### src/rtl/stream_mux_demux.sv
// Registered stream mux/demux. The mux half merges CHANNELS streams with round-robin
// arbitration. The demux half routes one stream to the channel named by its select.
module stream_mux_demux #(
  parameter int unsigned WIDTH    = 32,
  parameter int unsigned CHANNELS = 4,
  localparam int unsigned SELW    = $clog2(CHANNELS)
) (
  input  logic                      clk,
  input  logic                      rst,
  input  logic [WIDTH*CHANNELS-1:0] mux_in_data,
  input  logic [CHANNELS-1:0]       mux_in_valid,
  output logic [CHANNELS-1:0]       mux_in_ready,
  output logic [WIDTH-1:0]          mux_out_data,
  output logic [SELW-1:0]           mux_out_chan,
  output logic                      mux_out_valid,
  input  logic                      mux_out_ready,
  input  logic [WIDTH-1:0]          demux_in_data,
  input  logic [SELW-1:0]           demux_in_sel,
  input  logic                      demux_in_valid,
  output logic                      demux_in_ready,
  output logic [WIDTH*CHANNELS-1:0] demux_out_data,
  output logic [CHANNELS-1:0]       demux_out_valid,
  input  logic [CHANNELS-1:0]       demux_out_ready,
  output logic                      demux_err
);

  // ---------------- mux half ----------------
  logic [WIDTH-1:0] in_slice [CHANNELS];
  logic [WIDTH-1:0] mux_data_q, mux_data_d;
  logic [SELW-1:0]  mux_chan_q, mux_chan_d;
  logic [SELW-1:0]  last_q, last_d;
  logic             mux_valid_q, mux_valid_d;
  logic [SELW-1:0]  grant_c, cand_c;
  logic             any_valid_c, mux_load_c;

  for (genvar i = 0; i < int'(CHANNELS); i++) begin : g_slice
    assign in_slice[i] = mux_in_data[i*WIDTH +: WIDTH];
  end

  // Search last+1 .. last (wrapping modulo CHANNELS) for the first valid channel.
  always_comb begin : p_grant
    any_valid_c = 1'b0;
    grant_c     = '0;
    cand_c      = '0;
    for (int unsigned k = 1; k <= CHANNELS; k++) begin
      cand_c = SELW'((32'(last_q) + k) % CHANNELS);
      if (!any_valid_c && mux_in_valid[cand_c]) begin
        any_valid_c = 1'b1;
        grant_c     = cand_c;
      end
    end
  end

  assign mux_load_c   = !mux_valid_q || mux_out_ready;
  assign mux_in_ready = (!rst && mux_load_c && any_valid_c) ? (CHANNELS'(1) << grant_c) : '0;

  always_comb begin : p_mux_next
    mux_data_d  = mux_data_q;
    mux_chan_d  = mux_chan_q;
    mux_valid_d = mux_valid_q;
    last_d      = last_q;
    if (mux_load_c) begin
      mux_valid_d = any_valid_c;
      if (any_valid_c) begin
        mux_data_d = in_slice[grant_c];
        mux_chan_d = grant_c;
        last_d     = grant_c;
      end
    end
  end

  // last resets to CHANNELS-1 so channel 0 wins the first arbitration.
  always_ff @(posedge clk) begin : p_mux_reg
    if (rst) begin
      mux_data_q  <= '0;
      mux_chan_q  <= '0;
      mux_valid_q <= 1'b0;
      last_q      <= SELW'(CHANNELS - 1);
    end else begin
      mux_data_q  <= mux_data_d;
      mux_chan_q  <= mux_chan_d;
      mux_valid_q <= mux_valid_d;
      last_q      <= last_d;
    end
  end

  assign mux_out_data  = mux_data_q;
  assign mux_out_chan  = mux_chan_q;
  assign mux_out_valid = mux_valid_q;

  // ---------------- demux half ----------------
  logic [WIDTH-1:0] dmx_data_q, dmx_data_d;
  logic [SELW-1:0]  dest_q, dest_d;
  logic             held_q, held_d;
  logic             err_q, err_d;
  logic             sel_ok_c, dmx_drain_c, dmx_xfer_c;

  assign sel_ok_c       = 32'(demux_in_sel) < CHANNELS;
  assign dmx_drain_c    = held_q && demux_out_ready[dest_q];
  assign demux_in_ready = !rst && (!held_q || demux_out_ready[dest_q]);
  assign dmx_xfer_c     = demux_in_valid && demux_in_ready;

  // Out-of-range words are consumed and dropped; they only raise the sticky error.
  always_comb begin : p_dmx_next
    dmx_data_d = dmx_data_q;
    dest_d     = dest_q;
    held_d     = held_q;
    err_d      = err_q;
    if (dmx_xfer_c && sel_ok_c) begin
      dmx_data_d = demux_in_data;
      dest_d     = demux_in_sel;
      held_d     = 1'b1;
    end else if (dmx_drain_c) begin
      held_d     = 1'b0;
    end
    if (dmx_xfer_c && !sel_ok_c) begin
      err_d = 1'b1;
    end
  end

  always_ff @(posedge clk) begin : p_dmx_reg
    if (rst) begin
      dmx_data_q <= '0;
      dest_q     <= '0;
      held_q     <= 1'b0;
      err_q      <= 1'b0;
    end else begin
      dmx_data_q <= dmx_data_d;
      dest_q     <= dest_d;
      held_q     <= held_d;
      err_q      <= err_d;
    end
  end

  assign demux_out_valid = held_q ? (CHANNELS'(1) << dest_q) : '0;
  assign demux_out_data  = {CHANNELS{dmx_data_q}};
  assign demux_err       = err_q;

endmodule

### config.mk
export PLATFORM = sky130hd
export DESIGN_NAME = stream_mux_demux
export DESIGN_NICKNAME = d
export VERILOG_FILES = /design/src/rtl/stream_mux_demux.sv
export SDC_FILE = /design/constraint.sdc
export NUM_CORES = 1
export LEC_CHECK = 0
export BUFFER_PORTS_ARGS = -buffer_cell sky130_fd_sc_hd__clkbuf_2
export CORE_AREA = 2 2 133 135
export CTS_CLUSTER_DIAMETER = 60
export DETAILED_ROUTE_END_ITERATION = 10
export DIE_AREA = 0 0 135 137
export PLACE_DENSITY = 0.63
export SETUP_SLACK_MARGIN = 0.02
export SLEW_MARGIN = 5
export SYNTH_ARGS = -nofsm -noshare
export SYNTH_HDL_FRONTEND = slang
export SYNTH_SLANG_ARGS = --single-unit
### constraint.sdc
create_clock -name clk -period 1.85 [get_ports clk]
set_input_delay 0.185 -clock clk [delete_from_list [all_inputs] [get_ports clk]]
set_output_delay 0.185 -clock clk [all_outputs]
set_load 0.01 [all_outputs]
---- Yosys cells after proc, flatten, opt, wreduce, memory -nomap -nowiden ----
Index checks and enable logic that the tools add are counted.
storage, ports and cells
  flip-flop bits (word level) ............. 72
  input bits .............................. 174
  output and inout bits ................... 173
  logic and storage cells ................. 63
operators by class
  $add $sub $neg .......................... 4
  order comparisons ....................... 6
  shift operators ......................... 2
  mux-type cells .......................... 25
  bitwise logic cells ..................... 1
  reductions and logical operators ........ 18
operators by type and width
  operator                                                   number
  binary-select mux 32 bit (select 2 bit)                    1
  two-way mux 32 bit                                         2
  < comparator 2 x 3 -> 1 bit (second input constant)        5
  two-way mux 1 bit                                          11
  binary-select mux 1 bit (select 2 bit)                     5
  logical AND 1 bit                                          8
  two-way mux 2 bit                                          4
  two-way mux 4 bit                                          2
  << shifter 1 x 2 -> 4 bit (first input constant)           2
  zero test 1 bit                                            6
  adder 2 x 1 -> 2 bit (second input constant)               2
  adder 2 bit (second input constant)                        2
  greater-or-equal comparator 3 bit (second input constant)  1
  inverter 2 -> 3 bit                                        1
  logical OR 1 bit                                           2
  AND reduction 2 bit                                        1
  nonzero test 2 bit                                         1

---- Depth between registers and ports, before layout ----
Gate-level depths: netlist of the first run.
  depth in word-level cells ............... 17
  depth in mapped cells ................... 8
  depth with buffers taken out ............ 5

---- Least setup slack after synthesis of the first run ----
No wires, ideal clock.
  path kind ............................... register -> register
  from .................................... register dest_q[0]
  to ...................................... register dest_q[0]
  setup time .............................. 121 ps
  arrival ................................. 1,688 ps
  required time ........................... 1,729 ps
  slack ................................... 41 ps
  stages on the path, launching flop included .. 7
  path buffers ............................ 1
  period minus slack after synthesis ...... 1,809 ps
  cell sequence ........................... dfxtp_1 mux4_2 nor2b_2 nor2_4 nand2_8 buf_12 mux2_4
between the ends
  word-level cells in the longest chain between the ends .. 5
RTL lines
  element                                  RTL line  text
  start, declared                          93        logic [SELW-1:0] dest_q, dest_d;
  start signal, assigned                   129       dest_q <= dest_d;
  binary-select mux 1 bit (select 2 bit)   100       assign demux_in_ready = !rst && (!held_q || demux_out_ready[dest_q]);
  two-way mux 1 bit (not written as such)  100
  logical OR 1 bit                         100
  logical AND 1 bit                        100
  net demux_in_ready                       20        output logic demux_in_ready,
  logical AND 1 bit                        101       assign dmx_xfer_c = demux_in_valid && demux_in_ready;
The timed path passes the listed nets, and every way through them passes these cells. The select of a mux whose other input is x is not followed.
A chain may end at the register's enable or synchronous reset.

---- Worst setup path after layout of the first run ----
  from .................................... register dest_q[0]
  to ...................................... register dmx_data_q[20]
between the ends
  word-level cells in the longest chain between the ends .. 5
RTL lines
  element                                  RTL line  text
  binary-select mux 1 bit (select 2 bit)   100
  two-way mux 1 bit (not written as such)  100
  logical OR 1 bit                         100
  logical AND 1 bit                        100
  logical AND 1 bit                        101
  end signal, assigned                     128       dmx_data_q <= dmx_data_d;
  end, declared                            92        logic [WIDTH-1:0] dmx_data_q, dmx_data_d;
No other way between the ends. The select of a mux whose other input is x is not followed.

==> flow_summary.json, run 1 <==
{
  "netlist_area_um2": 4652,
  "relSlewSlack": 0.5833,
  "viasPerCell": 4.608,
  "drv_slew": 0,
  "die_area_um2": 18500,
  "finalWorstSetupSlack_ns": 0.03695,
  "ir_drop_v": 0.0003877,
  "cp.depth": 6,
  "use_met2": 0.2860,
  "rr_worst_depth": 6,
  "cts_made_buffers": 9,
  "diodes": 0,
  "layout-drive-gt1-share": 0.6283,
  "rsz0062_at_grt": "yes",
  "core_um2": 17060,
  "cts-root-buf": "clkbuf_16",
  "ant_nets": 0,
  "setup_violations": 0,
  "fmax_mhz": 551.6,
  "critical_path.cell_chain": "mux4_2 > nor2b_4 > nor2_4 > nand2_8 > buf_4 > mux2_4",
  "power.density_nw_per_um2": 796.6,
  "met1_usage": 0.1747,
  "crit_required_ns": 2.07,
  "synth_nets": 666,
  "port_buffers": 345,
  "fin_crit_ns": 1.813,
  "gp_congestion": 0.7874,
  "leakage_nw": 3.470,
  "drt_iter0_markers": 166,
  "cp-end-kind": "flop",
  "hold_path_depth": 2,
  "r2r_end": "dmx_data_q[20]",
  "num_vias": 4557,
  "fin_crit_sh": 0.9800,
  "synth_top_flop_cell": "dfxtp_1",
  "start_kind": "flop",
  "cts_max_level": 3,
  "n_fill_cell": 1758,
  "crit_type": "reg2reg",
  "hold_viol": 0,
  "slowest_stage": "mux4_2",
  "drc": 0,
  "area_delta_synth_final_pct": 44.81,
  "critical_path.max_stage_delay_ns": 0.52,
  "place_area_um2": 6040,
  "clock_skew_ns": 0.008520,
  "die_w_um": 135,
  "synth_edf_count": 0,
  "rows": 48,
  "grt_use_met3": 0.04296,
  "clk_latency_ns": 0.34,
  "initial_core_util": 0.2727,
  "totalWireLength_mm": 16.81,
  "crit_path_max_fanout": 8,
  "grt_use_total": 0.1553,
  "outcome": "finished clean",
  "hp-start": "demux_in_data[15]",
  "grt_first_pass_wirelength_mm": 21.82,
  "numPlacedInstances": 961,
  "busiest_layer": "met2",
  "avgSynthCellArea_um2": 9.455,
  "dpl.hpwl_mm": 11.60,
  "antenna_found_initial": 0,
  "wl_per_cell_um": 17.00,
  "pre_cts_slack_ns": -0.3646,
  "fin_cells": 989,
  "clk_path_buf_depth": 2,
  "cts_hold_buf": 0,
  "grt_pass1_vias": 4052,
  "rr_startpoint": "dest_q[0]",
  "r2r_setup_slack_ns": 0.04,
  "arrival_ns": 2.03,
  "synth-seq-cells": 72,
  "synth.yosys.seq_area_share": 0.3098,
  "tightest_slew_ns": 0.6236,
  "firstDrtPassIters": 4,
  "synth.distinct_cells": 41,
  "clkTransAtPathRegs_ns": 0.07,
  "fin_area_um2": 6736,
  "max-cap-violations": 0,
  "crit_buf_inv": 1,
  "numClockSinks": 72,
  "cts_tree": "built",
  "fin_nets": 933,
  "die-height_um": 137,
  "synth-async-reset-ratio": 0,
  "io-pin-count": 347,
  "synth_warnings": 0,
  "synth_cells": 492,
  "final_util": 0.3950,
  "min_to": "dmx_data_q[15]",
  "holdCritPathClass": "in2reg",
  "path_delay_family": "multiplexers",
  "grt_max_degree": 39,
  "overflow": 0
}
## cells in the mapped netlist, types with 5 or more instances
cell type / number / area [um2]
buf_4: 99 / 743.2
dfxtp_1: 72 / 1441
nor2b_1: 36 / 225.2
o21ai_0: 36 / 180.2
o22ai_1: 34 / 212.7
a221oi_1: 32 / 280.3
mux2i_1: 32 / 320.3
mux2_4: 30 / 450.4
clkbuf_1: 15 / 56.30
or2_0: 14 / 87.58
nor2_1: 12 / 45.04
or2_1: 10 / 62.56
buf_2: 9 / 45.04
nand2b_1: 8 / 50.05
or2_2: 6 / 37.54
a21oi_1: 5 / 25.02
## worst register-to-register path: cells and delay by family, from the launching register on
family	cells	cell delay [ns]
buffers and inverters	1	0.17
flip-flops	1	0.34
AND/OR/NAND/NOR	3	0.36
multiplexers	2	0.82
## flip-flops by register name, indices dropped and copies added (netlist names)
register       flops
dest_q             2
held_q             1
dmx_data_q        32
last_q             2
mux_out_valid      1
mux_out_chan       2
mux_out_data      32
## layer usage
layer | up-vias | wire length [um] | share of wire
li1 | 2205 | - | -
met1 | 2065 | 6439 | 0.38
met2 | 269 | 8635 | 0.51
met3 | 18 | 1458 | 0.087
met4 | 0 | 277 | 0.016
met5 | - | 0 | 0
## through the flow
stage                     power, W  setup TNS (ns)  hold WS (ns)
final                     0.005366               0       0.06866
after global placement    0.003508          -9.299        0.4117
after global routing      0.005665        -0.07370       0.05394
after CTS                 0.005313               0       0.04640
after detailed placement  0.003520          -9.636        0.4145
after floorplan           0.002976               0        0.3057
## layout by cell type (no fill, tap or decap), types with 2 or more instances in the layout
| cell | netlist | routed |
|---|---|---|
| clkbuf_2 | 1 | 342 |
| dfxtp_1 | 72 | 69 |
| nor2b_1 | 36 | 36 |
| o21ai_0 | 36 | 34 |
| o22ai_1 | 34 | 33 |
| mux2_4 | 30 | 33 |
| mux2i_1 | 32 | 30 |
| buf_4 | 99 | 26 |
| a221oi_1 | 32 | 17 |
| a221oi_2 | 0 | 15 |
| or2_0 | 14 | 14 |
| clkbuf_16 | 0 | 12 |
| nor2_1 | 12 | 11 |
| or2_1 | 10 | 10 |
| nand2b_1 | 8 | 7 |
| or2_2 | 6 | 6 |
| buf_12 | 3 | 6 |
| a21oi_1 | 5 | 5 |
| inv_1 | 4 | 4 |
| clkinvlp_4 | 0 | 4 |
| nand2_1 | 4 | 3 |
| nor2_4 | 1 | 3 |
| buf_6 | 3 | 3 |
| and3_1 | 3 | 2 |
| dfxtp_4 | 0 | 2 |
| buf_2 | 9 | 2 |
## timing repair
action,4_1_cts,5_1_grt
gates resized for setup,12,39
gates cloned,2,4
pin swaps,4,7
buffers inserted,4,3
setup endpoints to repair,60,44
## cell type report
class	count	area (um2)	area share
inverter	4	15.01	0.002229
sequential	72	1450	0.2153
timing repair buffer	385	2221	0.3297
tap	225	281.5	0.04179
multi-input combinational	287	2486	0.3691
clock inverter	6	43.79	0.006501
clock buffer	10	239.0	0.03548
## how the worst max path moves through the flow
stage	end	from
2_1_floorplan	dest_q[0]	dest_q[0]
3_3_place_gp	mux_out_data[28]	last_q[0]
3_5_place_dp	mux_out_data[18]	last_q[0]
4_1_cts	mux_in_ready[1]	mux_out_valid
5_1_grt	dmx_data_q[20]	dest_q[0]
6_report	dmx_data_q[20]	dest_q[0]
## power breakdown
group	total, W	switching, W	internal [W]
registers	0.00188	0.000153	0.00173
clock network	0.00168	0.000728	0.000947
logic	0.00181	0.000906	0.000904
total	0.00537	0.00179	0.00358
## cell families after synthesis
group | Yosys count | synth area share
AO/OA/AOI/OAI | 117 | 0.1716
flip-flops | 72 | 0.3098
buffers and inverters | 134 | 0.2060
multiplexers | 67 | 0.1802
AND/OR/NAND/NOR | 101 | 0.1315
other | 1 | 0.0008061
Note: power is estimated with default switching activity, not from simulation.
==> run 2, diff against run 1 <==
--- a/config.mk
+++ b/config.mk
@@ -7,6 +7,7 @@
 export LEC_CHECK = 0
 export BUFFER_PORTS_ARGS = -buffer_cell sky130_fd_sc_hd__clkbuf_2
 export CORE_AREA = 2 2 133 135
+export CTS_BUF_LIST = sky130_fd_sc_hd__clkbuf_2 sky130_fd_sc_hd__clkbuf_4 sky130_fd_sc_hd__clkbuf_8
 export CTS_CLUSTER_DIAMETER = 60
 export DETAILED_ROUTE_END_ITERATION = 10
 export DIE_AREA = 0 0 135 137
==> run 2 against run 1 <==
Effect of this change: the run now ends with setup timing left; sequential cell count is the same; combinational power grew 14%; core utilization grew 2.0 points; critical path depth grew 1; power shrank 4.1%; first-iteration DRC count grew 0.60%; critical path type is now reg2out.
==> flow_summary.json, run 2 (synthesis gave the netlist of run 1 again) <==
{
  "cts_made_buffers": 9,
  "fin_nets": 954,
  "drv_slew": 0,
  "critical_path.cell_chain": "nand2b_4 > buf_6 > a22oi_2 > o22ai_4 > buf_12 > and3_4 > buf_6",
  "fin_crit_sh": 1.010,
  "gp_congestion": 0.7874,
  "critical_path.max_stage_delay_ns": 0.36,
  "die_w_um": 135,
  "grt_first_pass_wirelength_mm": 22.85,
  "die-height_um": 137,
  "path_delay_family": "flip-flops",
  "fin_cells": 1010,
  "overflow": 0,
  "use_met2": 0.3026,
  "drt_iter0_markers": 167,
  "viasPerCell": 4.631,
  "clock_skew_ns": 0.01001,
  "cts-root-buf": "clkbuf_8",
  "die_area_um2": 18500,
  "busiest_layer": "met2",
  "core_um2": 17060,
  "firstDrtPassIters": 4,
  "dpl.hpwl_mm": 11.60,
  "outcome": "finished with violations",
  "rows": 48,
  "numClockSinks": 72,
  "fmax_mhz": 535.3,
  "grt_pass1_vias": 4182,
  "diodes": 0,
  "holdCritPathClass": "in2reg",
  "layout-drive-gt1-share": 0.6675,
  "clk_path_buf_depth": 2,
  "place_area_um2": 6040,
  "met1_usage": 0.1828,
  "max-cap-violations": 0,
  "crit_path_max_fanout": 3,
  "ant_nets": 0,
  "violations": "setup timing",
  "total_power_w": 0.005146,
  "cts_tree": "built",
  "critPathMostFrequentCell": "buf_6",
  "hold_viol": 0,
  "cts_max_level": 3,
  "cp-end-kind": "primary output",
  "area_delta_synth_final_pct": 52.12,
  "fin_area_um2": 7077,
  "crit_required_ns": 1.66,
  "start_kind": "flop",
  "clk_latency_ns": 0.37,
  "crit_buf_inv": 3,
  "grt_use_met3": 0.03630,
  "rsz0062_at_grt": "yes",
  "port_buffers": 345,
  "grt_use_total": 0.1641,
  "power.density_nw_per_um2": 727.1,
  "grt_max_degree": 35,
  "setup_violations": 1,
  "leakage_nw": 3.607,
  "io-pin-count": 347,
  "totalWireLength_mm": 17.74,
  "drc": 0,
  "clkTransAtPathRegs_ns": 0.09,
  "mostFrequentLayoutCell": "clkbuf_2",
  "arrival_ns": 1.68,
  "antenna_found_initial": 0,
  "slowest_stage": "dfxtp_4",
  "initial_core_util": 0.2727,
  "wl_per_cell_um": 17.56,
  "numPlacedInstances": 961,
  "crit_type": "reg2out",
  "mostFrequentLayoutCells": "342 x clkbuf_2, 69 x dfxtp_1, 35 x nor2b_1",
  "num_vias": 4677,
  "timing.hold.ws_ns": 0.03515,
  "ir_drop_v": 0.0002946,
  "fin_crit_ns": 1.868,
  "final_util": 0.4149,
  "finalWorstSetupSlack_ns": -0.01824
}
## run 2: changes by cell type in the layout (fill, tap and decap cells not counted), moves of 8 or more
cell       before  now
a221oi_2       15   25
mux2i_2         1    9
buf_6           3   13
clkbuf_16      12    3
a221oi_1       17    6
mux2i_1        30   21
clkbuf_8        1   10
## run 2: worst paths after layout
path / start / end / slack, ns / depth (start not counted)
setup / recovery: last_q[0] / mux_in_ready[0] / -0.02 / 7
setup reg to reg: last_q[0] / mux_out_data[20] / 0 / 8
hold / removal: demux_in_data[15] / dmx_data_q[15] / 0.04 / 2
hold reg to reg: mux_out_chan[1] / mux_out_chan[1] / 0.50 / 2
## run 2: metal layers
layer,share of wire,routed length (um),vias to the layer above
met5,0,0,-
met4,0.024,424,0
met3,0.078,1381,23
met2,0.52,9180,260
met1,0.38,6749,2149
li1,-,-,2245
## run 2: metrics by stage
stage	TNS [ns]	worst slack, ns
finish	-0.01824	-0.01824
detailed placement	-9.636	-0.3646
floorplan	0	0.04083
global route	-0.7251	-0.09696
CTS	-0.6581	-0.07284
global placement	-9.299	-0.3365
## run 2: final cells by class
cell class                 count  area (um2)
timing repair buffer         406        2509
inverter                       4       15.01
sequential                    72        1450
clock inverter                 6       43.79
clock buffer                  10       137.6
tap                          225       281.5
multi-input combinational    287        2640
fill                        1719        9980
## run 2: worst register-to-register path: stages (launching register included)
cell and delay [ns]:
dfxtp_4 0.36, nand2b_4 0.14, buf_4 0.13, buf_6 0.11, a21oi_4 0.31, nor2_4 0.11
buf_12 0.18, a221oi_2 0.29, o22ai_1 0.11
## run 2: power breakdown
group	total (W)	internal, W	switching, W	leakage (nW)
sequential	0.00188	0.00173	0.000150	0.599
combinational	0.00206	0.00106	0.000995	2.93
clock	0.00121	0.000525	0.000688	0.0809
## run 2: repair_timing
action                     CTS  global route
hold buffers                 1             0
setup buffers               10            13
hold endpoints to repair     1             0
gates resized for setup     24            71
setup endpoints to repair   62            52
pin swaps                    7            17
gates cloned                 3             6
